## src/rtl/mem_arbiter.sv

```systemverilog
// Two-requester memory arbiter (fetch vs load/store) with a grant watchdog.
// Define MEM_ARBITER_RR_EN for round-robin ties; otherwise load/store wins ties.
module mem_arbiter #(
    parameter int unsigned TIMEOUT_CYCLES = 1024
) (
    input  logic        clk,
    input  logic        reset_n,
    input  logic        if_read,
    input  logic [63:0] if_address,
    output logic [63:0] if_readdata,
    output logic        if_done,
    input  logic        ls_read,
    input  logic        ls_write,
    input  logic [63:0] ls_address,
    input  logic [1:0]  ls_datasize,
    input  logic [63:0] ls_writedata,
    output logic [63:0] ls_readdata,
    output logic        ls_done,
    output logic [63:0] mem_address,
    output logic [1:0]  mem_datasize,
    output logic        mem_read,
    output logic        mem_write,
    output logic [63:0] mem_writedata,
    input  logic [63:0] mem_readdata,
    input  logic        mem_done,
    output logic [1:0]  grant,
    output logic        timeout
);

    typedef enum logic [1:0] {SIdle = 2'b00, SIf = 2'b01, SLs = 2'b10} state_e;

    localparam logic [15:0] WaitLast = 16'(TIMEOUT_CYCLES - 32'd1);

    state_e      state_q, state_d;
    logic [15:0] wait_q, wait_d;
    logic        if_pend, ls_pend, active, expired, pick_ls;

    assign if_pend = if_read;
    assign ls_pend = ls_read | ls_write;
    // A grant is live only while its owner keeps requesting; a dropped request aborts silently.
    assign active  = ((state_q == SIf) & if_pend) | ((state_q == SLs) & ls_pend);
    assign expired = active & ~mem_done & (wait_q == WaitLast);

`ifdef MEM_ARBITER_RR_EN
    logic last_ls_q, last_ls_d, done_any;

    assign done_any = active & (mem_done | expired);
    assign pick_ls  = ~last_ls_q;

    always_comb begin
        last_ls_d = last_ls_q;
        if (done_any) begin
            last_ls_d = (state_q == SLs);
        end
    end

    always_ff @(posedge clk) begin
        if (!reset_n) begin
            last_ls_q <= 1'b1;
        end else begin
            last_ls_q <= last_ls_d;
        end
    end
`else
    assign pick_ls = 1'b1;
`endif

    always_ff @(posedge clk) begin
        if (!reset_n) begin
            state_q <= SIdle;
            wait_q  <= 16'd0;
        end else begin
            state_q <= state_d;
            wait_q  <= wait_d;
        end
    end

    always_comb begin
        state_d = state_q;
        unique case (state_q)
            SIdle: begin
                if (if_pend && ls_pend) begin
                    state_d = pick_ls ? SLs : SIf;
                end else if (ls_pend) begin
                    state_d = SLs;
                end else if (if_pend) begin
                    state_d = SIf;
                end
            end
            SIf: begin
                if (!active) begin
                    state_d = SIdle;
                end else if (mem_done) begin
                    state_d = ls_pend ? SLs : SIdle;
                end else if (expired) begin
                    state_d = SIdle;
                end
            end
            SLs: begin
                if (!active) begin
                    state_d = SIdle;
                end else if (mem_done) begin
                    state_d = if_pend ? SIf : SIdle;
                end else if (expired) begin
                    state_d = SIdle;
                end
            end
            default: state_d = SIdle;
        endcase
    end

    // Staying in the same grant state implies no mem_done, so the counter simply advances.
    assign wait_d = ((state_q != SIdle) && (state_d == state_q)) ? wait_q + 16'd1 : 16'd0;

    always_comb begin
        grant         = 2'b00;
        timeout       = 1'b0;
        mem_address   = '0;
        mem_datasize  = '0;
        mem_read      = 1'b0;
        mem_write     = 1'b0;
        mem_writedata = '0;
        if_readdata   = '0;
        if_done       = 1'b0;
        ls_readdata   = '0;
        ls_done       = 1'b0;
        if (reset_n) begin
            grant   = state_q;
            timeout = expired;
            unique case (state_q)
                SIf: begin
                    mem_address  = if_address;
                    mem_datasize = 2'd3;
                    mem_read     = if_read & ~expired;
                    if_done      = active & (mem_done | expired);
                    if_readdata  = expired ? '0 : mem_readdata;
                end
                SLs: begin
                    mem_address   = ls_address;
                    mem_datasize  = ls_datasize;
                    mem_read      = ls_read & ~expired;
                    mem_write     = ls_write & ~expired;
                    mem_writedata = ls_writedata;
                    ls_done       = active & (mem_done | expired);
                    ls_readdata   = expired ? '0 : mem_readdata;
                end
                default: ;
            endcase
        end
    end

endmodule
```

## config.mk

```make
export PLATFORM = sky130hd
export DESIGN_NAME = mem_arbiter
export DESIGN_NICKNAME = d
export VERILOG_FILES = /design/src/rtl/mem_arbiter.sv
export SDC_FILE = /design/constraint.sdc
export NUM_CORES = 1
export LEC_CHECK = 0
export CAP_MARGIN = 0
export CORE_AREA = 2 2 206 208
export CTS_CLUSTER_DIAMETER = 50
export DETAILED_ROUTE_END_ITERATION = 7
export DIE_AREA = 0 0 208 210
export GPL_TIMING_DRIVEN = 0
export PLACE_DENSITY_LB_ADDON = 0.1
export SLEW_MARGIN = 30
export SYNTH_ARGS = -nofsm -noshare
export SYNTH_HDL_FRONTEND = slang
export SYNTH_SLANG_ARGS = --single-unit
```

## constraint.sdc

```tcl
create_clock -name clk -period 2.1 [get_ports clk]
set_input_delay 0.42 -clock clk [delete_from_list [all_inputs] [get_ports clk]]
set_output_delay 0.42 -clock clk [all_outputs]
set_load 0.05 [all_outputs]
```

== Word level (Yosys, flattened, before mapping) ==
Cells that the tools add are included.
Widths: inputs -> output; s select.

* Register bits after elaboration: 18
* Input bits: 264
* Output and inout bits: 265
* Logic and storage cells: 57

* $add $sub $neg: 1
* Equality and inequality tests: 4
* Multiplexer cells: 32
* Bitwise logic cells: 13
* Reduce and logical (&&, ||, !) cells: 5

{| class="wikitable"
|+ Operators with widths
! kind !! count
|-
| $mux 64 || 8
|-
| $pmux 64 s2 || 1
|-
| $mux 2 || 11
|-
| $add 16x1->16 const B || 1
|-
| $eq 16x10->1 const B || 1
|-
| $mux 1 || 9
|-
| $and 1x1->1 || 8
|-
| $pmux 2 s3 || 1
|-
| $pmux 2 s2 || 1
|-
| $or 1x1->1 || 3
|-
| $eq 2x1->1 const B || 1
|-
| $eq 2x2->1 || 1
|-
| $eq 2x2->1 const B || 1
|-
| $logic_and 1x1->1 || 2
|-
| $logic_not 2->1 || 1
|-
| $not 1->1 || 2
|-
| $pmux 1 s2 || 1
|-
| $reduce_and 2->1 || 1
|-
| $reduce_bool 2->1 || 1
|}

== Longest topological paths before layout ==
* Word-level depth: 12
* Gate-level depth with buffers: 10
* Mapped depth without buffers: 7

== Worst setup path after synthesis ==
No wires, ideal clock.

* Path type: flip-flop to output port
* Start: reg state_q[0]
* End: out mem_read
* Data arrival time: 2272 ps
* Data required time: 1680 ps
* Setup slack: -592 ps
* Cell stages (with the launch flop): 8
* Path buffers: 1
* Cells stage by stage: dfxtp_1 inv_1 ha_1 buf_4 o21ai_1 a21o_1 nor4_4 nor3_1

* Longest elaborated chain between the ends: 9
* Elaborated cells on any way between the ends: 12
* Classes of those cells: eq/ne: 2; mux: 2; bitwise: 8

{| class="wikitable"
|+ RTL lines
! what !! line !! RTL
|-
| from (decl) || 34 || <nowiki>state_e state_q, state_d;</nowiki>
|-
| from (signal assigned) || 70 || <nowiki>state_q <= SIdle;</nowiki>
|-
| from (signal assigned) || 73 || <nowiki>state_q <= state_d;</nowiki>
|-
| $eq 2x1->1 or $eq 2x2->1 (tied branches) || 41, 130 ||
|-
| $and 1x1->1 || 41 || <nowiki>assign active = ((state_q == SIf) & if_pend) | ((state_q == SLs) & ls_pend);</nowiki>
|-
| $or 1x1->1 || 41 ||
|-
| $and 1x1->1 (2 in series) || 42 || <nowiki>assign expired = active & ~mem_done & (wait_q == WaitLast);</nowiki>
|-
| $not 1->1 || 134, 141 ||
|-
| $and 1x1->1 (on tied branches) || 141, 134 ||
|-
| $pmux 1 s2 * || 130 || <nowiki>unique case (state_q)</nowiki>
|-
| $mux 1 * || 127 || <nowiki>if (reset_n) begin</nowiki>
|-
| to (decl) || 21 || <nowiki>output logic mem_read,</nowiki>
|}

Mark *: on every way between the ends. The rest lies on a longest branch, timed or not.

== Worst setup path in the final report ==
* Start: reg state_q[1]
* End: out if_readdata[27]

* Longest elaborated chain between the ends: 8
* Elaborated cells on any way between the ends: 10
* Classes of those cells: eq/ne: 2; mux: 3; bitwise: 5

{| class="wikitable"
|+ RTL lines
! what !! line !! RTL
|-
| $eq 2x1->1 or $eq 2x2->1 (tied branches) || 41, 130 ||
|-
| $and 1x1->1 || 41 ||
|-
| $or 1x1->1 || 41 ||
|-
| $and 1x1->1 (2 in series) || 42 ||
|-
| $mux 64 || 136 || <nowiki>if_readdata = expired ? '0 : mem_readdata;</nowiki>
|-
| $mux 64 * || 130 ||
|-
| $mux 64 * || 127 ||
|-
| to (decl) || 10 || <nowiki>output logic [63:0] if_readdata,</nowiki>
|}

Marked as above.

==> load_flow_metrics.sql <==
INSERT INTO impl_metrics (metric_group, metric, value, unit) VALUES
('clocking', 'cts-root-to-sink-buffers', '2', ''),
('setup_path', 'critPathLaunchType', 'flop', ''),
('global_routing', 'number_of_global_route_vias_before_repair', '5743', ''),
('setup_path', 'path_class', 'flop to output port', ''),
('power_and_ir_drop', 'vdd_drop_max', '225', 'uV'),
('sta', 'max_freq', '0.383', 'GHz'),
('place', 'dpl_worst_slack', '-1.67', 'ns'),
('setup_path', 'worstSetupEndpointType', 'output port', ''),
('power_and_ir_drop', 'power_per_cell_area', '297', 'nW/um2'),
('sta', 'rsz0062_at_grt', 'yes', ''),
('die', 'core.rowCount', '75', ''),
('sta', 'whs', '0.454', 'ns'),
('sta', 'final_setup_vio_count', '263', ''),
('logic_synthesis', 'yosys_warnings', '0', ''),
('global_routing', 'maximum_number_of_pins_on_one_net_before_global_route_repair', '11', ''),
('setup_path', 'worst-path-max-fanout', '5', ''),
('detailed_routing', 'wl_per_cell', '20.3', 'um'),
('detailed_routing', 'detailed_route_via_count', '5825', ''),
('detailed_routing', 'total_routed_length', '32.6', 'mm'),
('logic_synthesis', 'ys_top_cells_by_count', '132 x and2_1, 89 x nor2_1, 69 x and3_1', ''),
('detailed_routing', 'antenna_left', '0', ''),
('detailed_routing', 'drt_iter0_drc', '219', ''),
('clocking', 'clock_latency', '0.25', 'ns'),
('die', 'core_box_area', '41500', 'um2'),
('logic_synthesis', 'post_synth_instance_area', '3190', 'um2'),
('sta', 'timing.slew.headroom', '65.9', '%'),
('power_and_ir_drop', 'power_leakage', '4.60', 'nW'),
('sta', 'skew', '0.00192', 'ns'),
('finish', 'finalNetCount', '1339', ''),
('sta', 'slew_violations', '0', ''),
('sta', 'worstMarginPinSlew', '0.509', 'ns'),
('setup_path', 'setup.worst_path.start', 'state_q[1]', ''),
('logic_synthesis', 'synthDominantCellAreaShare', '25.9', '%'),
('finish', 'ratio_of_cells_with_drive_above_1_in_the_final_layout', '57.4', '%'),
('logic_synthesis', 'synth_seq_area_share', '11.3', '%'),
('global_routing', 'grt.overflow.total', '0', ''),
('die', 'start_util', '7.69', '%'),
('detailed_routing', 'drt_drc_violations_left', '0', ''),
('clocking', 'cts.htree.levels', '1', ''),
('logic_synthesis', 'postSynthRegisterBits', '18', ''),
('finish', 'area_growth_syn_to_layout', '257', '%'),
('detailed_routing', 'detail_route.first_pass.iterations', '4', ''),
('clocking', 'tritoncts_clock_tree', 'built', ''),
('global_routing', 'antenna_found_initial', '3', ''),
('logic_synthesis', 'synth_cells', '501', ''),
('sta', 'finalCriticalPeriod', '2.61', 'ns'),
('logic_synthesis', 'synth-edff-count', '0', ''),
('sta', 'layout_setup_ws', '-0.511', 'ns'),
('setup_path', 'critPathRequiredTime', '1.68', 'ns'),
('place', 'io_buffer_count', '527', ''),
('logic_synthesis', 'synth_fp_nets', '770', ''),
('logic_synthesis', 'yosys.cell_count.top_type', 'and2_1', ''),
('logic_synthesis', 'post_synth.cell_area_avg', '6.36', 'um2'),
('global_routing', 'first_pass_grt_wire_length', '44.5', 'mm'),
('die', 'floorplan.die_area', '43700', 'um2'),
('clocking', 'cts_buffers', '3', ''),
('sta', 'finalCritPeriodShare', '124', '%'),
('detailed_routing', 'via_density', '3.62', ''),
('clocking', 'clockRootBuffer', 'clkbuf_16', ''),
('clocking', 'cts_hold_buffers', '0', ''),
('clocking', 'clock_sink_count', '18', ''),
('outcome', 'status', 'finished, violations left', ''),
('hold_path', 'holdCritPathClass', 'flop to flop', ''),
('clocking', 'cts.reportedPaths.clkPinSlew', '0.06', 'ns'),
('die', 'die-width', '208', 'um'),
('die', 'number_of_i_o_pins', '529', ''),
('power_and_ir_drop', 'total_power', '3.38', 'mW'),
('hold_path', 'worst_hold_startpoint', 'wait_q[0]', ''),
('finish', 'finish.utilization', '27.4', '%'),
('die', 'fp.dieH', '210', 'um'),
('setup_path', 'critical_path_arrival', '2.19', 'ns'),
('logic_synthesis', 'ys_dominant_reg_cell', 'dfxtp_1', ''),
('logic_synthesis', 'yosysUniqueCellTypes', '40', ''),
('outcome', 'violations_in_the_final_reports', 'setup timing', ''),
('place', 'detailed_place_hpwl', '27.5', 'mm'),
('logic_synthesis', 'netlist.top_cell.by_area', 'and2_1', ''),
('place', 'gp_congestion', '0.770', ''),
('sta', 'timing_hold_violations_final', '0', ''),
('setup_path', 'startpoint_of_the_most_critical_register_to_register_path', 'state_q[1]', ''),
('global_routing', 'grtUsageTotal', '13.6', '%'),
('flow_run', 'total_of_max_cap_violations', '0', ''),
('logic_synthesis', 'synth.area.top_cells', 'and2_1 26%, a22oi_1 15%, and3_1 14%, dfxtp_1 11%, nor2_1 10%', ''),
('logic_synthesis', 'async_flop_share', '0', '%');
-- final timing paths --
path	endpoint	slack [ns]	cells after the start
worst max register to register	wait_q[12]	-0.03	9
worst max-delay path	if_readdata[27]	-0.51	11
worst min register to register	wait_q[0]	0.45	1
worst min-delay path	wait_q[0]	0.45	1
-- power by group --
part | total [mW] | internal [mW] | switching (mW)
logic | 2.59 | 1.21 | 1.38
registers | 0.357 | 0.348 | 0.00924
clock network | 0.433 | 0.290 | 0.143
total | 3.38 | 1.85 | 1.54
-- layer usage --
| layer | vias up | track usage (%) | routed length (um) |
|---|---|---|---|
| li1 | 2869 | - | - |
| met1 | 2743 | 15.4 | 12400 |
| met2 | 205 | 27.2 | 18600 |
| met3 | 6 | 2.70 | 1590 |
| met4 | 2 | 0.636 | 111 |
| met5 | - | 0 | 17 |
-- worst max-delay path, stage by stage (launching register included) --
cell and delay (ns):
dfxtp_4 0.38, buf_6 0.11, ha_4 0.15, o21ai_2 0.07
a21o_1 0.20, nor4_4 0.18, buf_6 0.17, nor2_4 0.06
clkbuf_16 0.18, clkbuf_16 0.16, and2_4 0.13, buf_6 0.15
-- kinds of logic after synthesis --
logic type / after synthesis / synth area share (%)
and+or+nand+nor: 326 / 56.7
xor gates and xnor gates: 14 / 3.85
AOI/OAI and AO/OA: 81 / 18.8
adders and majority gates: 5 / 1.96
buffers and inverters: 56 / 7.10
DFF: 18 / 11.3
muxes: 1 / 0.314
-- layout by cell type, fill, tap and decap left out, types with 5 or more instances in the layout --
cell type	instances
nor2_2	32
nand3_1	6
nor2_1	19
clkbuf_2	18
dfxtp_1	11
and3_1	69
clkdlybuf4s18_2	28
clkbuf_4	33
and2_4	129
buf_12	13
buf_4	36
clkdlybuf4s50_1	258
nand2_1	8
a22oi_2	37
clkbuf_16	19
nor2_4	38
a22oi_1	27
buf_6	96
buf_8	59
buf_2	10
dfxtp_2	5
xnor2_1	9
clkdlybuf4s15_2	39
xor2_1	5
-- flip-flops by register name, summed over array words and instances, names as in the netlist --
register  count
wait_q       16
state_q       2
-- repair_timing --
action | in CTS | in global routing
gates cloned | 7 | 10
gates resized for setup | 1399 | 369
endpoints found under the setup margin | 281 | 281
buffers inserted | 14 | 9
pin swaps | 4 | 13
hold endpoints to repair | 0 | 0
-- metrics by stage --
step	TNS, ns	instance area (um2)	cells
floorplan	-8.82	4020	501
global placement	-367.28	9970	1567
detailed placement	-373.87	9970	1567
CTS	-127.12	10800	1591
global route	-121.22	11400	1609
finish	-91.76	11400	1609
-- layout make-up --
cell class | instances | area, um2
fillers | 4512 | 30100
repair buffers | 566 | 6080
multi-input cells | 427 | 3560
well taps | 539 | 674
plain buffers | 50 | 582
flip-flops and latches | 18 | 374
clock buffers | 4 | 88.8
inverters | 4 | 17.5
diodes | 1 | 2.50
No activity file was read; power rests on OpenSTA's default activity.
